## config.mk

```make
export PLATFORM = sky130hd
export DESIGN_NAME = matrix_row_scanner_flat
export DESIGN_NICKNAME = d
export VERILOG_FILES = /design/src/rtl/matrix_row_scanner_pkg.sv /design/src/rtl/matrix_row_scanner_if.sv /design/src/rtl/matrix_row_scanner_scan_timer.sv /design/src/rtl/matrix_row_scanner.sv /design/src/flat_wrapper.sv
export SDC_FILE = /design/constraint.sdc
export NUM_CORES = 1
export LEC_CHECK = 0
export BUFFER_PORTS_ARGS = -buffer_cell sky130_fd_sc_hd__buf_2
export CORE_MARGIN = 8
export CORE_UTILIZATION = 35
export DETAILED_ROUTE_END_ITERATION = 7
export PLACE_DENSITY = 0.65
export SLEW_MARGIN = 5
export SYNTH_ARGS = -nofsm -noshare
export SYNTH_HDL_FRONTEND = slang
export SYNTH_SLANG_ARGS = --single-unit
```

## constraint.sdc

```tcl
create_clock -name clk -period 3.26 [get_ports clk]
set_input_delay 0.326 -clock clk [delete_from_list [all_inputs] [get_ports clk]]
set_output_delay 0.326 -clock clk [all_outputs]
set_load 0.01 [all_outputs]
```

## src/rtl/matrix_row_scanner_pkg.sv

```systemverilog
// Shared constants and types for the 5x7 dot-matrix row scanner.
package matrix_row_scanner_pkg;

  localparam int ROWS   = 7;
  localparam int COLS   = 5;
  localparam int DATA_W = ROWS * COLS;  // row r occupies [COLS*r +: COLS]
  localparam int CNT_W  = 16;           // interval timer width (DWELL/BLANK up to 65536)
  localparam int FRM_W  = 16;           // frame counter width

  typedef enum logic [1:0] {
    IDLE  = 2'd0,
    DRIVE = 2'd1,
    GAP   = 2'd2
  } state_e;

  // Active-low one-hot row select for row index r.
  function automatic logic [ROWS-1:0] row_sel_n(input logic [2:0] r);
    return ~(ROWS'(1) << r);
  endfunction

endpackage

```

## src/rtl/matrix_row_scanner_if.sv

```systemverilog
// Signal bundle between the row scanner and its environment.
// There is no valid/ready handshake: en, hold and row_data are level inputs
// sampled on every rising clk edge; all outputs are registered and change only
// on rising edges. state_dbg mirrors the controller FSM state for observation.
interface matrix_row_scanner_if;
  import matrix_row_scanner_pkg::*;

  logic              en;
  logic              hold;
  logic [DATA_W-1:0] row_data;
  logic [1:0]        sym_sel;
  logic [ROWS-1:0]   row_n;
  logic [COLS-1:0]   col;
  logic              frame_tick;
  state_e            state_dbg;

  // Environment side: supplies controls and patterns, observes the display drive.
  modport master (
    output en, hold, row_data,
    input  sym_sel, row_n, col, frame_tick, state_dbg
  );

  // Scanner side.
  modport slave (
    input  en, hold, row_data,
    output sym_sel, row_n, col, frame_tick, state_dbg
  );
endinterface

```

## src/rtl/matrix_row_scanner_scan_timer.sv

```systemverilog
// Loadable down-counter with a terminal-count flag; times DWELL and BLANK
// intervals. tc is high while the count is zero. Load wins over decrement.
module scan_timer
  import matrix_row_scanner_pkg::*;
(
  input  logic             clk,
  input  logic             reset,
  input  logic             load,
  input  logic [CNT_W-1:0] load_val,
  input  logic             dec,
  output logic             tc
);

  logic [CNT_W-1:0] count_q, count_d;

  // Next count: load, otherwise decrement towards zero and stop there.
  always_comb begin
    count_d = count_q;
    if (load) begin
      count_d = load_val;
    end else if (dec && (count_q != '0)) begin
      count_d = count_q - CNT_W'(1);
    end
  end

  // Count register.
  always_ff @(posedge clk) begin
    if (reset) count_q <= '0;
    else       count_q <= count_d;
  end

  assign tc = (count_q == '0);

endmodule

```

## src/rtl/matrix_row_scanner.sv

```systemverilog
// Row-multiplexing controller for a 5x7 dot-matrix: drives one active-low row
// at a time with its column pattern, blanks between rows, and steps the symbol
// select every FRAMES_PER_SYM complete frames.
module matrix_row_scanner
  import matrix_row_scanner_pkg::*;
#(
  parameter int DWELL          = 16,
  parameter int BLANK          = 2,
  parameter int FRAMES_PER_SYM = 4
) (
  input  logic                  clk,
  input  logic                  reset,
  matrix_row_scanner_if.slave   bus
);

  // Timer reload values: the timer counts down to zero, so an interval of N
  // cycles loads N-1.
  localparam logic [CNT_W-1:0] DWELL_LD = CNT_W'(DWELL - 1);
  localparam logic [CNT_W-1:0] BLANK_LD = CNT_W'((BLANK > 0) ? BLANK - 1 : 0);
  localparam logic [FRM_W-1:0] FRM_LAST = FRM_W'(FRAMES_PER_SYM - 1);
  localparam logic [2:0]       ROW_LAST = 3'(ROWS - 1);

  state_e            state_q, state_d;
  logic [2:0]        row_q, row_d;
  logic [FRM_W-1:0]  frame_q, frame_d;
  logic [1:0]        sym_q, sym_d;
  logic              tick_q, tick_d;
  logic [ROWS-1:0]   row_n_q, row_n_d;
  logic [COLS-1:0]   col_q, col_d;

  logic              t_load;
  logic [CNT_W-1:0]  t_val;
  logic              t_dec;
  logic              t_tc;

  scan_timer u_timer (
    .clk      (clk),
    .reset    (reset),
    .load     (t_load),
    .load_val (t_val),
    .dec      (t_dec),
    .tc       (t_tc)
  );

  // Next-state, counters and registered-output values.
  always_comb begin
    state_d = state_q;
    row_d   = row_q;
    frame_d = frame_q;
    sym_d   = sym_q;
    tick_d  = 1'b0;
    t_load  = 1'b0;
    t_val   = '0;
    t_dec   = 1'b0;

    unique case (state_q)
      IDLE: begin
        if (bus.en) begin
          state_d = DRIVE;
          row_d   = '0;
          t_load  = 1'b1;
          t_val   = DWELL_LD;
        end
      end

      DRIVE, GAP: begin
        if (!bus.en) begin
          // Abort: blank, clear row and dwell count, keep frame count and symbol.
          state_d = IDLE;
          row_d   = '0;
          t_load  = 1'b1;
          t_val   = '0;
        end else if (!t_tc) begin
          t_dec = 1'b1;
        end else if ((state_q == DRIVE) && (BLANK > 0)) begin
          state_d = GAP;
          t_load  = 1'b1;
          t_val   = BLANK_LD;
        end else begin
          // Move to the next row's DRIVE; wrapping past the last row ends a frame.
          state_d = DRIVE;
          t_load  = 1'b1;
          t_val   = DWELL_LD;
          if (row_q == ROW_LAST) begin
            row_d  = '0;
            tick_d = 1'b1;
            if (frame_q == FRM_LAST) begin
              frame_d = '0;
              if (!bus.hold) sym_d = sym_q + 2'd1;
            end else begin
              frame_d = frame_q + FRM_W'(1);
            end
          end else begin
            row_d = row_q + 3'd1;
          end
        end
      end

      default: begin
        state_d = IDLE;
        row_d   = '0;
      end
    endcase

    // Outputs follow the next state so they are registered alongside it.
    row_n_d = '1;
    col_d   = '0;
    if (state_d == DRIVE) begin
      row_n_d = row_sel_n(row_d);
      col_d   = bus.row_data[int'(row_d) * COLS +: COLS];
    end
  end

  // State, counters and output registers.
  always_ff @(posedge clk) begin
    if (reset) begin
      state_q <= IDLE;
      row_q   <= '0;
      frame_q <= '0;
      sym_q   <= '0;
      tick_q  <= 1'b0;
      row_n_q <= '1;
      col_q   <= '0;
    end else begin
      state_q <= state_d;
      row_q   <= row_d;
      frame_q <= frame_d;
      sym_q   <= sym_d;
      tick_q  <= tick_d;
      row_n_q <= row_n_d;
      col_q   <= col_d;
    end
  end

  assign bus.sym_sel    = sym_q;
  assign bus.row_n      = row_n_q;
  assign bus.col        = col_q;
  assign bus.frame_tick = tick_q;
  assign bus.state_dbg  = state_q;

endmodule

```

## src/flat_wrapper.sv

```systemverilog
// flat-port wrapper written by rule: the top's interface ports become plain ports
module matrix_row_scanner_flat import matrix_row_scanner_pkg::*;
#(
  parameter int DWELL          = 16,
  parameter int BLANK          = 2,
  parameter int FRAMES_PER_SYM = 4
)
  (clk, reset, bus_en, bus_hold, bus_row_data, bus_sym_sel, bus_row_n, bus_col, bus_frame_tick, bus_state_dbg);
  matrix_row_scanner_if bus_i ();
  input  logic clk;
  input  logic reset;
  input wire logic [$bits(bus_i.en)-1:0] bus_en;
  input wire logic [$bits(bus_i.hold)-1:0] bus_hold;
  input wire logic [$bits(bus_i.row_data)-1:0] bus_row_data;
  output wire logic [$bits(bus_i.sym_sel)-1:0] bus_sym_sel;
  output wire logic [$bits(bus_i.row_n)-1:0] bus_row_n;
  output wire logic [$bits(bus_i.col)-1:0] bus_col;
  output wire logic [$bits(bus_i.frame_tick)-1:0] bus_frame_tick;
  output wire logic [$bits(bus_i.state_dbg)-1:0] bus_state_dbg;
  assign bus_i.en = bus_en;
  assign bus_i.hold = bus_hold;
  assign bus_i.row_data = bus_row_data;
  assign bus_sym_sel = bus_i.sym_sel;
  assign bus_row_n = bus_i.row_n;
  assign bus_col = bus_i.col;
  assign bus_frame_tick = bus_i.frame_tick;
  assign bus_state_dbg = bus_i.state_dbg;
  matrix_row_scanner #(.DWELL(DWELL), .BLANK(BLANK), .FRAMES_PER_SYM(FRAMES_PER_SYM)) u_core (.clk(clk), .reset(reset), .bus(bus_i));
endmodule
```

* Word level (Yosys, flattened, before mapping)
Index checks and enable logic that the tools add are counted.
** Operators by class
- Add/sub/neg operators :: 4
- Multipliers :: 1
- Eq/ne operators :: 5
- Shifts and indexed selects :: 2
- Muxes and demuxes :: 27
- Bitwise logic cells :: 7
- Reductions and logical operators :: 10
** Operators by type and width (count)
- two-way mux 16 bit :: 5
- variable part select 35 x 32 -> 5 bit :: 1
- one-hot mux 16 bit (2 select lines) :: 1
- adder 16 x 1 -> 16 bit, second input constant :: 1
- == test 16 x 2 -> 1 bit, second input constant :: 1
- logical NOT 16 bit :: 1
- nonzero test 16 bit :: 1
- subtractor 16 x 1 -> 16 bit, second input constant :: 1
- two-way mux 3 bit :: 5
- two-way mux 2 bit :: 4
- two-way mux 4 bit :: 2
- two-way mux 1 bit :: 7
- NOT 7 bit :: 1
- AND reduction 7 bit :: 1
- left shift 1 x 3 -> 7 bit, first input constant :: 1
- multiplier 3 x 3 -> 6 bit, second input constant :: 1
- NOT 1 bit :: 6
- one-hot mux 3 bit (2 select lines) :: 1
- AND reduction 5 bit :: 1
- OR reduction 5 bit :: 1
- == test 2 x 1 -> 1 bit, second input constant :: 2
- one-hot mux 2 bit (2 select lines) :: 1
- OR reduction 2 bit :: 2
- adder 3 x 1 -> 3 bit, second input constant :: 1
- 7 further kinds :: 7
** Word-level totals
- Register bits after elaboration :: 52
- Input bits :: 39
- Output and inout bits :: 17
- Logic and storage cells :: 64

* Longest topological paths before layout
- Depth after elaboration :: 8
- Mapped depth :: 10
- Mapped depth without buffers :: 9

* Modules after synthesis
Synthesis repeated with hierarchy kept, for this count alone.
** Second synthesis, totals
- Cell total of the unflattened synthesis :: 338
- Area total of the unflattened synthesis :: 2844.0 um^2
** By module, submodules not included
- matrix_row_scanner :: times used 1, cells an instance 224, area an instance 1899.3 um^2, sequential area each 720.7 um^2
- scan_timer :: times used 1, cells an instance 114, area an instance 944.7 um^2, sequential area each 320.3 um^2

* Least setup slack after synthesis
OpenSTA, ideal clock, no wires.
- Path kind :: register -> register
- Start point :: register u_core.state_q[1] (netlist: u_core.bus.state_dbg[1])
- End point :: register u_core.col_q[0] (netlist: u_core.bus.col[0])
- Setup time :: 129 ps
- Arrival time :: 2302 ps
- Required time :: 3131 ps
- Setup slack :: 829 ps
- Stages on the path, launching flop included :: 11
- Path buffers :: 1
- Clock period less this slack :: 2431 ps
- Cells stage by stage :: dfxtp_1 inv_1 ha_1 nor2_1 nand4_4 or2_4 o31a_4 a21o_1 buf_6 a221oi_1 a211oi_1
** On the way
- Word-level cells in the longest chain between the ends :: 8
- Elaborated cells between the ends (all ways) :: 18
- Classes of those cells :: 1 x mul; 3 x eq/ne; 1 x shift; 9 x mux; 1 x bitwise; 3 x reduce/logical
** Ends and longest elaborated chain
- start: declaration :: RTL line matrix_row_scanner.sv:23 : state_e state_q, state_d;
- start signal: assignment :: RTL line matrix_row_scanner.sv:125 : state_q <= state_d;
- branches (longest 8 deep; another with multiplier 3 x 3 -> 6 bit)
- end signal: assignment :: RTL line matrix_row_scanner.sv:131 : col_q <= col_d;
- end: declaration :: RTL line matrix_row_scanner.sv:29 : logic [COLS-1:0] col_q, col_d;
Parallel ways; which one is timed is not known.
A chain may end at the register's enable or synchronous reset.

* Worst setup path after layout
- Start point :: register u_core.state_q[0] (netlist: u_core.bus.state_dbg[0])
- End point :: register u_core.col_q[4] (netlist: u_core.bus.col[4])
The elaborated chain is that of the path after synthesis.

==> metrics.cfg <==
[critical_path]
worstSetupEndpointType=flop
critPathLaunchType=flop
r2r_slack_ns=0.50
r2r_start=u_core.bus.state_dbg[0]$_SDFF_PP0_
worst-r2r-cell-count=9
crit_path_cell_trace=inv_1, ha_1, and2_1, nand4b_1, or3_1, a21oi_1, nand2_1, a221oi_1, a211oi_1
crit_slowest_cell=a21oi_1
crit_type=flop to flop
r2r-end=u_core.bus.col[4]$_SDFF_PP0_
cp_top_family=compound AO/OA/AOI/OAI gates
crit_required_ns=3.45
cp_num_buf_inv=1
endpoint=u_core.bus.col[4]$_SDFF_PP0_
slowest_delay_ns=0.71
path_depth=9
arrival_ns=2.95
cp_max_fo=12
crit_start=u_core.bus.state_dbg[0]$_SDFF_PP0_

[power]
p_per_area_nw_per_um2=524.8
ir_drop_uv=215.3
total_power_mw=1.728
p_leak_nw=1.282

[clocking]
clk_path_buf_depth=2
post_cts_buffers=0
post_cts_resized=0
clkLatencyLatePin_ns=0.31
cts_tree=built
cts_inserted_buffers=5
cts_hold_buf=0
cts_sinks=52
root_buffer=clkbuf_8
h-tree-depth=2
clkTransAtPathRegs_ns=0.10

[sta]
finalCriticalPeriod_ns=2.761
slew_viol_final=0
slew_headroom_pct=42.31
fmax_mhz=362.2
fin_crit_sh_pct=84.68
tns_ns=0
final_hold_viol_count=0
rsz0062_at_grt=false
finalWorstSetupSlack_ns=0.4993
tightest_slew_ns=0.8653
finClkSkew_ns=0.01435
setup_viol=0

[cells_and_area]
final_net_count=437
final_cells=496
layout_common_cells=buf_2, dfxtp_1, nor2_1, nand2_1, o21ai_0
antenna_cells=0
drive_gt1_share_pct=21.83
multi_input_area_um2=1643
utilization_pct=42.82
final_common_cell=buf_2
register_area_um2=1041
nFillCells=820
syn2layout_area_growth_pct=18.78

[placement]
post-place-ws_ns=0.5294
port_buffers=55
hpwl_um=5497
dp_cells=488
gp_congestion=0.8029

[logic_synthesis]
syn_avg_cell_area_um2=8.298
async_flop_share_pct=0
synth_cells=334
ys.flop_type=dfxtp_1
ys_warn_count=0
synth_seq_area_share_pct=37.56
ys_seq_elements=52
syn-num-nets=378
synth_edf_count=0
ys_types=53
mappedNetlistArea_um2=2771

[floorplanning]
rows=32
pin_count=56
die_area_um2=11020
initial_core_util_pct=36.05
die_height_um=105.0
core_um2=7687
die_w_um=105.0

[worst_hold_path]
hold_path.class=input pin to flop

[route]
wirelength_um=7146
drcViolationCount=0
viasPerCell=5.242
first_iter_violations=94
ant_nets=0
first_pass_iters=4
vias=2600
wire_per_inst_um=14.41

[global_routing]
grt_pass1_vias=2508
grt_antenna_before_repair=0
grt_pass1_wl_um=12150
grt_max_degree=17
grt_use_total_pct=13.05
overflow=0

[run]
drv_cap=0

[run_status]
status=finished, final reports clean

Yosys cell counts (2+ instances only):
cell type | instances | area share [%]
dfxtp_1 | 52 | 38
nor2_1 | 47 | 6.4
nand2_1 | 33 | 4.5
o21ai_0 | 26 | 4.7
xor2_1 | 17 | 5.4
a221oi_1 | 11 | 3.5
inv_1 | 11 | 1.5
nor3_1 | 11 | 2.0
or3_1 | 11 | 2.5
a21oi_1 | 10 | 1.8
nor4_1 | 8 | 1.8
clkbuf_1 | 7 | 0.95
nand4_1 | 7 | 1.6
xnor2_1 | 7 | 2.2
nand3_1 | 6 | 1.1
a211oi_1 | 5 | 1.4
ha_1 | 5 | 2.3
mux2_2 | 5 | 2.0
and3_1 | 4 | 0.90
nand2b_1 | 3 | 0.68
nand4b_1 | 3 | 0.95
o211ai_1 | 3 | 0.81
o31ai_1 | 3 | 0.81
or2_2 | 3 | 0.68
a32o_1 | 2 | 0.72
and2_1 | 2 | 0.45
mux2i_1 | 2 | 0.72
nor2b_1 | 2 | 0.45
nor3_2 | 2 | 0.72
o21a_1 | 2 | 0.54
o311ai_0 | 2 | 0.63
worst reg2reg max path, cell delays in order (launching register included):
cell,delay [ns]
dfxtp_1,0.43
inv_1,0.07
ha_1,0.36
and2_1,0.21
nand4b_1,0.10
or3_1,0.34
a21oi_1,0.71
nand2_1,0.10
a221oi_1,0.26
a211oi_1,0.09
report_power, final:
part | switching, mW | internal (mW) | total (mW)
Combinational | 0.325 | 0.223 | 0.547
Clock | 0.223 | 0.232 | 0.455
Sequential | 0.0476 | 0.678 | 0.725
kinds of logic after synthesis:
family,after synthesis,share of synthesized area [%]
compound gates,74,18.06
buf+inv,21,3.160
flops,52,37.56
mux,7,2.754
xor+xnor,24,7.585
fa+ha+maj,5,2.257
simple gates,151,28.62
flip-flops by register name (all words and copies together), names as in the netlist:
name	count
u_core.bus.col	5
u_core.bus.frame_tick	1
u_core.bus.row_n	7
u_core.bus.state_dbg	2
u_core.bus.sym_sel	2
u_core.frame_q	16
u_core.row_q	3
u_core.u_timer.count_q	16
metal layers:
layer | global-route usage [%] | vias up | share of wire [%]
li1 | - | 1335 | -
met1 | 16.37 | 1190 | 49
met2 | 20.41 | 68 | 43
met3 | 4.238 | 7 | 6.5
met4 | 4.689 | 0 | 1.4
met5 | 0 | - | 0
worst min-delay path by stage:
| stage | slack, ns | from | to | cells past startpoint |
|---|---|---|---|---|
| after floorplan | 0.47 | u_core.frame_q[4]$_SDFFE_PP0P_ | u_core.frame_q[4]$_SDFFE_PP0P_ | 2 |
| after global placement | 0.48 | u_core.frame_q[4]$_SDFFE_PP0P_ | u_core.frame_q[4]$_SDFFE_PP0P_ | 2 |
| after detailed placement | 0.50 | u_core.frame_q[9]$_SDFFE_PP0P_ | u_core.frame_q[9]$_SDFFE_PP0P_ | 2 |
| after CTS | 0.25 | bus_row_data[4] | u_core.bus.col[4]$_SDFF_PP0_ | 3 |
| after global routing | 0.26 | bus_row_data[4] | u_core.bus.col[4]$_SDFF_PP0_ | 3 |
| final | 0.26 | bus_row_data[0] | u_core.bus.col[0]$_SDFF_PP0_ | 3 |
through the flow:
step,hold WS (ns),area [um^2]
floorplan,0.4669,2771
global placement,0.4838,3181
detailed placement,0.5030,3181
CTS,0.2490,3292
global route,0.2562,3292
finish,0.2570,3292
final cells by class:
type	instances	share of cell area (%)
clock buffer	6	2.204
clock inverter	2	1.178
inverter	11	1.254
multi-input combinational	261	49.91
sequential	52	31.62
tap	102	3.877
timing repair buffer	62	9.958
(Power assumes the default switching activity.)
